## config.mk

```make
export PLATFORM = sky130hd
export DESIGN_NAME = vga_scanout
export DESIGN_NICKNAME = d
export VERILOG_FILES = /design/src/rtl/vga_timing_pkg.sv /design/src/rtl/vga_timing_gen.sv /design/src/rtl/vga_scanout.sv
export SDC_FILE = /design/constraint.sdc
export NUM_CORES = 1
export LEC_CHECK = 0
export ABC_CLOCK_PERIOD_IN_PS = 4500
export CELL_PAD_IN_SITES_DETAIL_PLACEMENT = 2
export CELL_PAD_IN_SITES_GLOBAL_PLACEMENT = 2
export CORE_MARGIN = 3
export CORE_UTILIZATION = 35
export CTS_CLUSTER_DIAMETER = 150
export DETAILED_ROUTE_END_ITERATION = 8
export PLACE_DENSITY = 0.86
export SYNTH_ARGS = -nofsm -noshare
export SYNTH_HDL_FRONTEND = slang
export SYNTH_SLANG_ARGS = --single-unit
```

## constraint.sdc

```tcl
create_clock -name i_Clock -period 4.5 [get_ports i_Clock]
set_input_delay 0.675 -clock i_Clock [delete_from_list [all_inputs] [get_ports i_Clock]]
set_output_delay 0.675 -clock i_Clock [all_outputs]
set_load 0.05 [all_outputs]
```

## src/rtl/vga_timing_pkg.sv

```systemverilog
// rtl/vga_timing_pkg.sv - default 640x480@60 timing constants, timing bundle type and porch/sync helpers
package vga_timing_pkg;

    localparam int DEF_H_VISIBLE = 640;
    localparam int DEF_H_FRONT   = 16;
    localparam int DEF_H_SYNC    = 96;
    localparam int DEF_H_BACK    = 48;
    localparam int DEF_V_VISIBLE = 480;
    localparam int DEF_V_FRONT   = 10;
    localparam int DEF_V_SYNC    = 2;
    localparam int DEF_V_BACK    = 33;

    localparam int DEF_H_TOTAL = DEF_H_VISIBLE + DEF_H_FRONT + DEF_H_SYNC + DEF_H_BACK;
    localparam int DEF_V_TOTAL = DEF_V_VISIBLE + DEF_V_FRONT + DEF_V_SYNC + DEF_V_BACK;

    // Raw per-position timing flags; syncs are active low.
    typedef struct packed {
        logic act;
        logic hs_n;
        logic vs_n;
        logic fs;
    } timing_t;

    localparam timing_t TIMING_IDLE = '{act: 1'b0, hs_n: 1'b1, vs_n: 1'b1, fs: 1'b0};

    function automatic int line_total(input int vis, input int front, input int sync, input int back);
        return vis + front + sync + back;
    endfunction

    function automatic int sync_start(input int vis, input int front);
        return vis + front;
    endfunction

    function automatic int sync_end(input int vis, input int front, input int sync);
        return vis + front + sync - 1;
    endfunction

endpackage

```

## src/rtl/vga_timing_gen.sv

```systemverilog
// rtl/vga_timing_gen.sv - H/V position counters and raw act/hs_n/vs_n/fs flags
// ports: i_Clock, i_Reset_N (sync active-low), o_Timing (raw flags), o_Frame_Last (last visible pixel);
// with VGA_SCANOUT_PIXEL_DOUBLE_EN: o_Line_Last (last visible pixel of a line), o_Odd_Line (V bit 0)
module vga_timing_gen
    import vga_timing_pkg::*;
#(
    parameter int H_VISIBLE = DEF_H_VISIBLE,
    parameter int H_FRONT   = DEF_H_FRONT,
    parameter int H_SYNC    = DEF_H_SYNC,
    parameter int H_BACK    = DEF_H_BACK,
    parameter int V_VISIBLE = DEF_V_VISIBLE,
    parameter int V_FRONT   = DEF_V_FRONT,
    parameter int V_SYNC    = DEF_V_SYNC,
    parameter int V_BACK    = DEF_V_BACK
) (
    input  logic    i_Clock,
    input  logic    i_Reset_N,
    output timing_t o_Timing,
`ifdef VGA_SCANOUT_PIXEL_DOUBLE_EN
    output logic    o_Line_Last,
    output logic    o_Odd_Line,
`endif
    output logic    o_Frame_Last
);
    localparam int H_TOTAL = line_total(H_VISIBLE, H_FRONT, H_SYNC, H_BACK);
    localparam int V_TOTAL = line_total(V_VISIBLE, V_FRONT, V_SYNC, V_BACK);
    localparam int HW      = $clog2(H_TOTAL);
    localparam int VW      = $clog2(V_TOTAL);

    localparam logic [HW-1:0] H_MAX    = HW'(H_TOTAL - 1);
    localparam logic [HW-1:0] H_VIS    = HW'(H_VISIBLE);
    localparam logic [HW-1:0] H_LAST   = HW'(H_VISIBLE - 1);
    localparam logic [HW-1:0] HS_START = HW'(sync_start(H_VISIBLE, H_FRONT));
    localparam logic [HW-1:0] HS_END   = HW'(sync_end(H_VISIBLE, H_FRONT, H_SYNC));
    localparam logic [VW-1:0] V_MAX    = VW'(V_TOTAL - 1);
    localparam logic [VW-1:0] V_VIS    = VW'(V_VISIBLE);
    localparam logic [VW-1:0] V_LAST   = VW'(V_VISIBLE - 1);
    localparam logic [VW-1:0] VS_START = VW'(sync_start(V_VISIBLE, V_FRONT));
    localparam logic [VW-1:0] VS_END   = VW'(sync_end(V_VISIBLE, V_FRONT, V_SYNC));

    logic [HW-1:0] r_H;
    logic [VW-1:0] r_V;

    always_ff @(posedge i_Clock) begin
        if (!i_Reset_N) begin
            r_H <= '0;
            r_V <= '0;
        end else if (r_H == H_MAX) begin
            r_H <= '0;
            r_V <= (r_V == V_MAX) ? '0 : r_V + 1'b1;
        end else begin
            r_H <= r_H + 1'b1;
        end
    end

    always_comb begin
        o_Timing      = TIMING_IDLE;
        o_Timing.act  = (r_H < H_VIS) && (r_V < V_VIS);
        o_Timing.hs_n = !((r_H >= HS_START) && (r_H <= HS_END));
        o_Timing.vs_n = !((r_V >= VS_START) && (r_V <= VS_END));
        o_Timing.fs   = (r_H == '0) && (r_V == '0);
    end

    assign o_Frame_Last = (r_H == H_LAST) && (r_V == V_LAST);
`ifdef VGA_SCANOUT_PIXEL_DOUBLE_EN
    assign o_Line_Last  = (r_H == H_LAST) && (r_V < V_VIS);
    assign o_Odd_Line   = r_V[0];
`endif

endmodule

```

## src/rtl/vga_scanout.sv

```systemverilog
// rtl/vga_scanout.sv - VGA scanout: framebuffer address generation, read-latency realignment, registered video outputs
// ports: i_Clock, i_Reset_N (sync active-low), o_Read_Addr/i_Read_Data (framebuffer sync read port),
// o_Pixel, o_HSync, o_VSync, o_Active, o_Frame_Start (all aligned, READ_LATENCY+1 cycles after the position)
// optional: VGA_SCANOUT_PIXEL_DOUBLE_EN shows a half-resolution framebuffer as 2x2 pixel blocks
module vga_scanout
    import vga_timing_pkg::*;
#(
    parameter int BITS_PER_PIXEL = 4,
    parameter int H_VISIBLE      = DEF_H_VISIBLE,
    parameter int H_FRONT        = DEF_H_FRONT,
    parameter int H_SYNC         = DEF_H_SYNC,
    parameter int H_BACK         = DEF_H_BACK,
    parameter int V_VISIBLE      = DEF_V_VISIBLE,
    parameter int V_FRONT        = DEF_V_FRONT,
    parameter int V_SYNC         = DEF_V_SYNC,
    parameter int V_BACK         = DEF_V_BACK,
    parameter int READ_LATENCY   = 1
) (
    input  logic                      i_Clock,
    input  logic                      i_Reset_N,
    output logic [31:0]               o_Read_Addr,
    input  logic [BITS_PER_PIXEL-1:0] i_Read_Data,
    output logic [BITS_PER_PIXEL-1:0] o_Pixel,
    output logic                      o_HSync,
    output logic                      o_VSync,
    output logic                      o_Active,
    output logic                      o_Frame_Start
);
    timing_t w_Timing;
    logic    w_Frame_Last;

    logic [31:0]               r_Addr;
    timing_t                   r_Dly [READ_LATENCY];
    logic [BITS_PER_PIXEL-1:0] r_Pixel;
    timing_t                   r_Out;

`ifdef VGA_SCANOUT_PIXEL_DOUBLE_EN
    logic        w_Line_Last;
    logic        w_Odd_Line;
    logic [31:0] r_Line_Base;
    logic [31:0] w_Next_Base;
`endif

    vga_timing_gen #(
        .H_VISIBLE (H_VISIBLE),
        .H_FRONT   (H_FRONT),
        .H_SYNC    (H_SYNC),
        .H_BACK    (H_BACK),
        .V_VISIBLE (V_VISIBLE),
        .V_FRONT   (V_FRONT),
        .V_SYNC    (V_SYNC),
        .V_BACK    (V_BACK)
    ) u_timing (
        .i_Clock      (i_Clock),
        .i_Reset_N    (i_Reset_N),
        .o_Timing     (w_Timing),
`ifdef VGA_SCANOUT_PIXEL_DOUBLE_EN
        .o_Line_Last  (w_Line_Last),
        .o_Odd_Line   (w_Odd_Line),
`endif
        .o_Frame_Last (w_Frame_Last)
    );

    // The address register always holds the address of the current position's pixel,
    // so during blanking it already points at the first pixel of the next line.
`ifdef VGA_SCANOUT_PIXEL_DOUBLE_EN
    assign w_Next_Base = r_Line_Base + 32'(H_VISIBLE / 2);

    always_ff @(posedge i_Clock) begin
        if (!i_Reset_N) begin
            r_Addr      <= '0;
            r_Line_Base <= '0;
        end else if (w_Frame_Last) begin
            r_Addr      <= '0;
            r_Line_Base <= '0;
        end else if (w_Line_Last) begin
            // Even display lines are shown twice: rewind to the same stored line,
            // odd lines move on to the next stored line.
            if (w_Odd_Line) begin
                r_Line_Base <= w_Next_Base;
                r_Addr      <= w_Next_Base;
            end else begin
                r_Addr      <= r_Line_Base;
            end
        end else if (w_Timing.act && u_timing.r_H[0]) begin
            r_Addr <= r_Addr + 32'd1;
        end
    end
`else
    always_ff @(posedge i_Clock) begin
        if (!i_Reset_N) begin
            r_Addr <= '0;
        end else if (w_Frame_Last) begin
            r_Addr <= '0;
        end else if (w_Timing.act) begin
            r_Addr <= r_Addr + 32'd1;
        end
    end
`endif

    assign o_Read_Addr = r_Addr;

    // Timing flags ride a READ_LATENCY-deep delay line so they meet the returned data.
    always_ff @(posedge i_Clock) begin
        if (!i_Reset_N) begin
            for (int i = 0; i < READ_LATENCY; i++) begin
                r_Dly[i] <= TIMING_IDLE;
            end
            r_Out   <= TIMING_IDLE;
            r_Pixel <= '0;
        end else begin
            r_Dly[0] <= w_Timing;
            for (int i = 1; i < READ_LATENCY; i++) begin
                r_Dly[i] <= r_Dly[i-1];
            end
            r_Out   <= r_Dly[READ_LATENCY-1];
            r_Pixel <= r_Dly[READ_LATENCY-1].act ? i_Read_Data : '0;
        end
    end

    assign o_Pixel       = r_Pixel;
    assign o_HSync       = r_Out.hs_n;
    assign o_VSync       = r_Out.vs_n;
    assign o_Active      = r_Out.act;
    assign o_Frame_Start = r_Out.fs;

endmodule

```

### Yosys cells after proc, flatten, opt, wreduce, memory -nomap -nowiden

Memories as Yosys holds them, arrays and structs flattened.
Cells that the tools add are included.

| word-level totals | value |
|---|---|
| register bits | 60 |
| RAM bits | 4 |
| input bits | 6 |
| output and inout bits | 40 |
| word-level logic and storage cells | 41 |
| memories kept | 1 |

| operators by class | value |
|---|---|
| $add $sub $neg | 3 |
| $lt $le $gt $ge | 6 |
| equality and inequality tests | 4 |
| mux-type cells | 5 |
| bitwise gates (word level) | 1 |
| reductions and logical operators | 13 |

Memory list:

| memory | depth | bits a word | rd ports | clocked after Yosys merged registers in | wr ports | RTL line | text |
|---|---|---|---|---|---|---|---|
| r_Dly | 1 | 4 | 1 | 0 | 1 | vga_scanout.sv:33 | `timing_t r_Dly [READ_LATENCY];` |

Operators with widths:

| operator | number |
|---|---|
| adder 32 x 1 -> 32 bit, second input constant | 1 |
| == test 10 bit, second input constant | 3 |
| adder 10 x 1 -> 10 bit, second input constant | 2 |
| logical NOT 10 bit | 2 |
| == test 10 x 9 -> 1 bit, second input constant | 1 |
| greater-or-equal comparator 10 bit, second input constant | 1 |
| greater-or-equal comparator 10 x 9 -> 1 bit, second input constant | 1 |
| less-or-equal comparator 10 bit, second input constant | 1 |
| less-or-equal comparator 10 x 9 -> 1 bit, second input constant | 1 |
| less-than comparator 10 bit, second input constant | 1 |
| less-than comparator 10 x 9 -> 1 bit, second input constant | 1 |
| 2-to-1 mux 10 bit | 1 |
| logical AND 1 bit | 5 |
| 2-to-1 mux 4 bit | 1 |
| OR reduction 2 bit | 2 |
| OR reduction 4 bit | 1 |
| 2-to-1 mux 1 bit | 3 |
| logical NOT 1 bit | 2 |
| AND reduction 2 bit | 1 |
| NOT 1 bit | 1 |

### Longest topological paths before layout

Gate-level depths: netlist of the first run.

| depth | value |
|---|---|
| depth after elaboration | 4 |
| mapped depth | 7 |
| depth with buffers taken out | 6 |

### By module

From an unflattened synthesis of the first run, not the netlist that was laid out.

| unflattened totals | value |
|---|---|
| cells, all modules | 328 |
| area, all modules | 2,979.1 um2 |

By module, submodules not included:

| module | instances | cells each | area an instance (um2) | sequential area each (um2) |
|---|---|---|---|---|
| vga_scanout | 1 | 199 | 1,861.8 | 880.8 |
| vga_timing_gen | 1 | 129 | 1,117.3 | 400.4 |

### Worst setup path before layout of the first run

Ideal clock, no wire load.

| timing | value |
|---|---|
| kind | flip-flop to flip-flop |
| from | register r_Addr[19], in the netlist o_Read_Addr[19] |
| to | register r_Addr[30], in the netlist o_Read_Addr[30] |
| library setup time | 66 ps |
| arrival | 2,168 ps |
| required time | 4,434 ps |
| path slack | 2,266 ps |
| cell stages (with the launch flop) | 5 |
| path buffers | 0 |
| period minus slack after synthesis | 2,234 ps |
| cell sequence | dfxtp_1 -> nand4_2 -> or4_4 -> or4_4 -> a21oi_2 |

| on the way | value |
|---|---|
| cells in the longest elaborated chain, start to end | 1 |

RTL lines:

| item | RTL line | text |
|---|---|---|
| start, declared | vga_scanout.sv:32 | `logic [31:0] r_Addr;` |
| start signal, assigned | vga_scanout.sv:96 | `r_Addr <= r_Addr + 32'd1;` |
| adder 32 x 1 -> 32 bit | vga_scanout.sv:96 |  |

Every way passes these cells.
A chain may end at the register's enable or synchronous reset.

### Worst setup path in the final report of the first run

| timing | value |
|---|---|
| from | input i_Reset_N |
| to | memory r_Dly[0][1] (netlist name) |

| on the way | value |
|---|---|
| cells in the longest elaborated chain, start to end | 3 |
| elaborated cells on any way between the ends | 5 |
| classes of those cells | mux (4); reduce/logical (1) |

RTL lines:

| item | RTL line | text |
|---|---|---|
| start, declared | vga_scanout.sv:20 | `input logic i_Reset_N,` |
| 2-to-1 mux 1 bit (implied by the code) | vga_scanout.sv:112 | `r_Dly[0] <= w_Timing;` |
| OR reduction 4 bit (no line) | - |  |
| 2-to-1 mux 4 bit (no line) or 2-to-1 mux 1 bit (tied branches) | - |  |
| end, declared | vga_scanout.sv:33 |  |

Parallel ways exist; a longest one is shown, timed or not.

==> results of run 1 <==
[placed cells by master (no fill, tap or decap), types with 2 or more instances in the layout]
master,count
and4_1,6
or4_1,22
inv_1,9
a21oi_1,31
xnor2_1,4
nand2_1,22
ha_1,5
or4_4,2
and3_1,14
nor4bb_1,2
dfxtp_1,64
o31ai_1,20
a31oi_1,2
nor4_1,3
nand4b_1,4
or4_2,2
or3_1,7
o21ai_0,10
and2_1,4
nand4_1,18
mux2i_1,3
nor2_1,25
clkbuf_8,13
clkdlybuf4s50_1,45
xor2_1,14
nor3_1,4
nand3_1,15
nand2b_1,2
[per-layer routing]
layer / vias up / GRT usage [%]
met1: 1461 / 25.7
met3: 11 / 3.23
li1: 1381 / -
met4: 0 / 8.51
met2: 30 / 30.8
met5: - / 0
[final cells by class]
class                      count  share of cell area [%]
clock buffer                  14                    4.83
sequential                    64                    33.9
inverter                      10                   0.993
clock inverter                 2                   0.927
timing repair buffer          46                    12.1
tap                          105                    3.48
multi-input combinational    256                    43.8
[worst reg2reg max path, delay by kind of cell (launching register included)]
kind | cells | cell delay [ns]
AO/OA/AOI/OAI | 1 | 0.64
adder cells (fa/ha/maj) | 1 | 0.28
AND/OR/NAND/NOR | 3 | 0.95
flip-flops | 1 | 0.40
[where the power goes]
group | internal (W) | switching, W
Sequential | 0.000575 | 0.00000731
Clock | 0.000316 | 0.000229
Combinational | 0.0000209 | 0.0000379
Total | 0.000912 | 0.000274
[how the worst max path moves through the flow]
stage,startpoint,to,slack (ns),cells after the start
after floorplan,o_Read_Addr[19],o_Read_Addr[30],2.27,4
after global placement,i_Reset_N,r_Dly[0][1],1.52,4
after detailed placement,i_Reset_N,r_Dly[0][1],1.37,4
after CTS,i_Reset_N,r_Dly[0][1],1.79,4
after global routing,i_Reset_N,r_Dly[0][1],1.67,4
final,i_Reset_N,r_Dly[0][1],1.80,4
[flip-flops by register name (all words and copies together) (netlist names)]
| signal | flops |
|---|---|
| u_timing.r_H | 10 |
| o_Pixel | 4 |
| o_Frame_Start | 1 |
| u_timing.r_V | 10 |
| o_Read_Addr | 32 |
| r_Dly | 4 |
| o_Active | 1 |
| o_VSync | 1 |
| o_HSync | 1 |
[per-stage QoR]
| step | setup WS (ns) | total power (W) |
|---|---|---|
| finish | 1.80 | 0.00119 |
| global route | 1.67 | 0.00123 |
| detailed placement | 1.37 | 0.000654 |
| global placement | 1.52 | 0.000651 |
| floorplan | 2.27 | 0.000629 |
| CTS | 1.79 | 0.00120 |
[cells by family (layout without fill, tap and decap cells)]
logic type / Yosys count / after routing
AND/OR/NAND/NOR: 162 / 162
AO/OA/AOI/OAI: 68 / 68
flip-flops: 64 / 64
buffers and inverters: 30 / 72
XOR/XNOR: 18 / 18
adder cells (fa/ha/maj): 5 / 5
multiplexers: 3 / 3
==> flow_metrics.tcl, run 1 <==
set metrics [dict create \
    async_flop_share_pct 0 \
    fin_cells 497 \
    synthAdderAreaFrac_pct 2.05 \
    met1_length_um 4230 \
    crit_required_ns 4.72 \
    grt_remaining_overflow 0 \
    powerDensity_nw_per_um2 314 \
    period_needed_ns 2.70 \
    multiInputGateArea_sq_um 1650 \
    htree_levels 3 \
    fillCellCount 930 \
    fp.dieW_um 99.5 \
    grt_pass1_wl_um 15200 \
    avgSynthCellArea_sq_um 8.74 \
    antenna_found_initial 0 \
    ir_drop_mv 0.138 \
    ant_nets 0 \
    cp_max_fo 16 \
    grt_start_max_net_pins 32 \
    core-area_sq_um 8340 \
    end_kind "flip-flop" \
    setup_viol 0 \
    grt_pass1_vias 2917 \
    dpl-instance-area_sq_um 3560 \
    min_path_type "flip-flop to flip-flop" \
    synth_top_family_by_area "simple AND/OR/NAND/NOR gates" \
    clk_pin_slew_ns 0.07 \
    crit_type "primary input to flip-flop" \
    worst_r2r_endpoint "u_timing.r_V[3]" \
    antenna_cells 0 \
    port_buffers 45 \
    io_pins 46 \
    tightest_slew_ns 0.627 \
    hold_viol 0 \
    regArea_sq_um 1280 \
    hold_path.startpoint "r_Dly[0][2]" \
    dr.max_layer_used "met4" \
    syn_area_sq_um 3060 \
    crit_buf_inv 2 \
    synth_top_area_share_pct 41.9 \
    synth_common_cells "dfxtp_1, a21oi_1, nor2_1" \
    cts_setup_buffers 0 \
    r2r_cells 5 \
    stdcell_area_sq_um 3780 \
    routed-wl-met2_um 4450 \
    cts_buffers 9 \
    hpwlAfterDp_um 6300 \
    synth_edf_count 0 \
    slew_headroom_pct 57.9 \
    report.final.slew_viol_count 0 \
    tritoncts "yes" \
    cts-root-buf "clkbuf_8" \
    finalHoldWorstSlack_ns 0.431 \
    synthCells 350 \
    holdPathStages 1 \
    min_to "o_HSync" \
    route.vias.total 2883 \
    fp.dieArea_sq_um 9890 \
    dp_cells 481 \
    netlist-cell-type-count 45 \
    r2r_setup_slack_ns 2.09 \
    syn_nets 361 \
    ys_warn_count 0 \
    fmax_mhz 371 \
    synth_compound_area_share_pct 13.4 \
    period_share_pct 59.9 \
    route.met3.wl_um 188 \
    synthMuxAreaShare_pct 0.982 \
    rows 33 \
    slowest_stage "clkdlybuf4s50_1" \
    power.leakage_nw 1.23 \
    yosysTopAreaCell "dfxtp_1" \
    rsz0062_at_grt "no" \
    cts_resized 0 \
    cpPeakStageDelay_ns 0.83 \
    area_growth_pct 23.6 \
    viasPerCell 5.80 \
    drive_gt1_share_pct 6.89 \
    synthSimpleGateAreaFrac_pct 32.4 \
    clkLatencyLatePin_ns 0.36 \
    clock_sinks 64 \
    yosysMostFrequentCell "dfxtp_1" \
    synth_ff_type "dfxtp_1" \
    grt.total_usage_pct 19.3 \
    ctsLongestPathBuffers 2 \
    cp_top_family "buffers and inverters" \
    synth.area.top_cells "dfxtp_1, or4_1, a21oi_1, o31ai_1, xor2_1" \
    avgRoutedWirePerCell_um 18.2 \
    nets 398 \
    status "finished clean" \
    drt_pass1_iterations 4 \
    worstPathCellList "clkdlybuf4s50_1, clkinv_1, or4b_1, or4_1" \
    skew_ns 0.00930 \
    start_util_pct 36.7 \
    yosys.area_share.xor_xnor_pct 5.16 \
    place_congestion 0.827 \
    wl_um 9040 \
    tns_ns 0 \
    synth_seq_cells 64 \
    drt_iter0_drc 93 \
    final_util_pct 45.3 \
    max_cap_violations 0 \
    arrival_ns 2.92 \
    die_h_um 99.5 \
    ctsHoldBuffers 0 \
    route.detailed.drc 0 \
    crit_path_start_kind "primary input" \
    r2r_start "u_timing.r_H[0]" \
    seq_area_frac_synth_pct 41.9 \
]
No activity file was read; power rests on OpenSTA's default activity.
==> inputs of run 2 (changes only) <==
--- a/config.mk
+++ b/config.mk
@@ -5,14 +5,14 @@
 export SDC_FILE = /design/constraint.sdc
 export NUM_CORES = 1
 export LEC_CHECK = 0
-export ABC_CLOCK_PERIOD_IN_PS = 4500
+export ABC_CLOCK_PERIOD_IN_PS = 2200
 export CELL_PAD_IN_SITES_DETAIL_PLACEMENT = 2
 export CELL_PAD_IN_SITES_GLOBAL_PLACEMENT = 2
 export CORE_MARGIN = 3
-export CORE_UTILIZATION = 35
+export CORE_UTILIZATION = 29
 export CTS_CLUSTER_DIAMETER = 150
 export DETAILED_ROUTE_END_ITERATION = 8
-export PLACE_DENSITY = 0.86
+export PLACE_DENSITY = 0.77
 export SYNTH_ARGS = -nofsm -noshare
 export SYNTH_HDL_FRONTEND = slang
 export SYNTH_SLANG_ARGS = --single-unit
==> constraint.sdc (replaced) <==
create_clock -name i_Clock -period 2.2 [get_ports i_Clock]
set_input_delay 0.33 -clock i_Clock [delete_from_list [all_inputs] [get_ports i_Clock]]
set_output_delay 0.33 -clock i_Clock [all_outputs]
set_load 0.05 [all_outputs]
==> flow_metrics.tcl, run 2 (synthesis gave the netlist of run 1 again) <==
set metrics [dict create \
    drive_gt1_share_pct 11.7 \
    slowest_stage "nor4_1" \
    nets 417 \
    crit_type "flip-flop to flip-flop" \
    status "finished clean" \
    cts-root-buf "clkbuf_8" \
    clkLatencyLatePin_ns 0.34 \
    use_met1_pct 21.0 \
    cp_top_family "simple AND/OR/NAND/NOR gates" \
    cpPeakStageDelay_ns 0.53 \
    report.final.slew_viol_count 0 \
    period_share_pct 92.0 \
    start_util_pct 30.6 \
    swShare_pct 22.8 \
    hold_path.startpoint "r_Dly[0][2]" \
    final_util_pct 39.8 \
    end_kind "flip-flop" \
    viasPerCell 5.42 \
    tns_ns 0 \
    powerDensity_nw_per_um2 617 \
    power.leakage_nw 1.32 \
    crit_buf_inv 0 \
    ctsLongestPathBuffers 2 \
    drt_iter0_drc 107 \
    clock_sinks 64 \
    skew_ns 0.0136 \
    min_to "o_HSync" \
    fp.dieW_um 109 \
    arrival_ns 2.29 \
    ant_nets 0 \
    grt.busiest_layer "met2" \
    antenna_found_initial 0 \
    clk_pin_slew_ns 0.08 \
    r2r_setup_slack_ns 0.18 \
    die_h_um 109 \
    tritoncts "yes" \
    power.internal_w 0.00189 \
    min_path_type "flip-flop to flip-flop" \
    route.detailed.drc 0 \
    grt.total_usage_pct 17.4 \
    rsz0062_at_grt "no" \
    r2r_cells 4 \
    gr-usage-met2_pct 31.5 \
    grt_pass1_vias 3131 \
    worst_r2r_endpoint "o_Read_Addr[31]" \
    slew_headroom_pct 64.1 \
    cts_setup_buffers 0 \
    ir_drop_mv 0.290 \
    hpwlAfterDp_um 6980 \
    tightest_slew_ns 0.537 \
    fmax_mhz 494 \
    fin_cells 544 \
    cts_buffers 9 \
    power_w 0.00245 \
    crit_path_start_kind "flip-flop" \
    mostFrequentLayoutCell "dfxtp_1" \
    place_congestion 0.805 \
    htree_levels 3 \
    rows 36 \
    area_growth_pct 30.0 \
    drt_pass1_iterations 4 \
    ctsHoldBuffers 0 \
    route.vias.total 2947 \
    port_buffers 45 \
    r2r_start "u_timing.r_H[8]" \
    period_needed_ns 2.02 \
    antenna_cells 0 \
    wl_um 9780 \
    setup_viol 0 \
    dp_cells 528 \
    layout_common_cells "dfxtp_1, clkdlybuf4s50_1, a21oi_1, nor2_1" \
    largest_reg_flops 32 \
    holdPathStages 1 \
    worstPathCellList "o21ai_4, nand3_1, nor4_1, mux2i_1" \
    cts_resized 0 \
    hold_viol 0 \
    grt_remaining_overflow 0 \
    dpl-instance-area_sq_um 3750 \
    crit_required_ns 2.46 \
    fp.dieArea_sq_um 11800 \
    io_pins 46 \
    max_cap_violations 0 \
    stdcell_area_sq_um 3980 \
    p_clk_share_pct 46.2 \
    use_met3_pct 3.85 \
    seqPwrFrac_pct 48.4 \
    grt_start_max_net_pins 32 \
    avgRoutedWirePerCell_um 18.0 \
    power_switching_w 0.000560 \
    grt_pass1_wl_um 16200 \
    p_comb_share_pct 5.3 \
    core-area_sq_um 10000 \
    cp_max_fo 11 \
]
-- run 2: power by group through the flow --
stage	clock network (W)	registers [W]	logic, W
floorplan	0	0.00125	0.0000409
global placement	0	0.00121	0.000128
detailed placement	0	0.00122	0.000132
CTS	0.00117	0.00119	0.000134
global route	0.00122	0.00119	0.000142
finish	0.00113	0.00119	0.000130
-- run 2: metrics by stage --
| step | setup slack (ns) | hold slack [ns] |
|---|---|---|
| 4_1_cts | 0.137 | 0.420 |
| 6_report | 0.176 | 0.417 |
| 3_5_place_dp | 0.150 | 0.421 |
| 2_1_floorplan | 0.0171 | 0.386 |
| 5_1_grt | 0.0126 | 0.432 |
| 3_3_place_gp | 0.282 | 0.390 |
-- run 2: layout make-up --
| class | count | area [sq um] |
|---|---|---|
| multi-input combinational | 256 | 1650 |
| sequential | 64 | 1280 |
| clock buffer | 11 | 141 |
| timing repair buffer | 65 | 613 |
| clock inverter | 5 | 80.1 |
| tap | 133 | 166 |
| inverter | 10 | 37.5 |
| fill | 1145 | 6020 |
-- run 2: layer usage --
metal	vias up	wire (um)
met3	11	211
met1	1482	4270
met2	36	5180
met4	0	124
li1	1418	-
met5	-	0
-- run 2: worst max-delay path by stage --
stage / end / slack [ns] / startpoint / depth (start not counted)
finish: o_Read_Addr[31] / 0.18 / u_timing.r_H[8] / 4
global route: o_Read_Addr[31] / 0.01 / u_timing.r_H[8] / 4
CTS: o_Read_Addr[31] / 0.14 / u_timing.r_H[8] / 4
detailed placement: o_Read_Addr[31] / 0.15 / u_timing.r_V[5] / 4
global placement: r_Dly[0][1] / 0.28 / i_Reset_N / 4
floorplan: o_Read_Addr[30] / 0.02 / o_Read_Addr[20] / 4
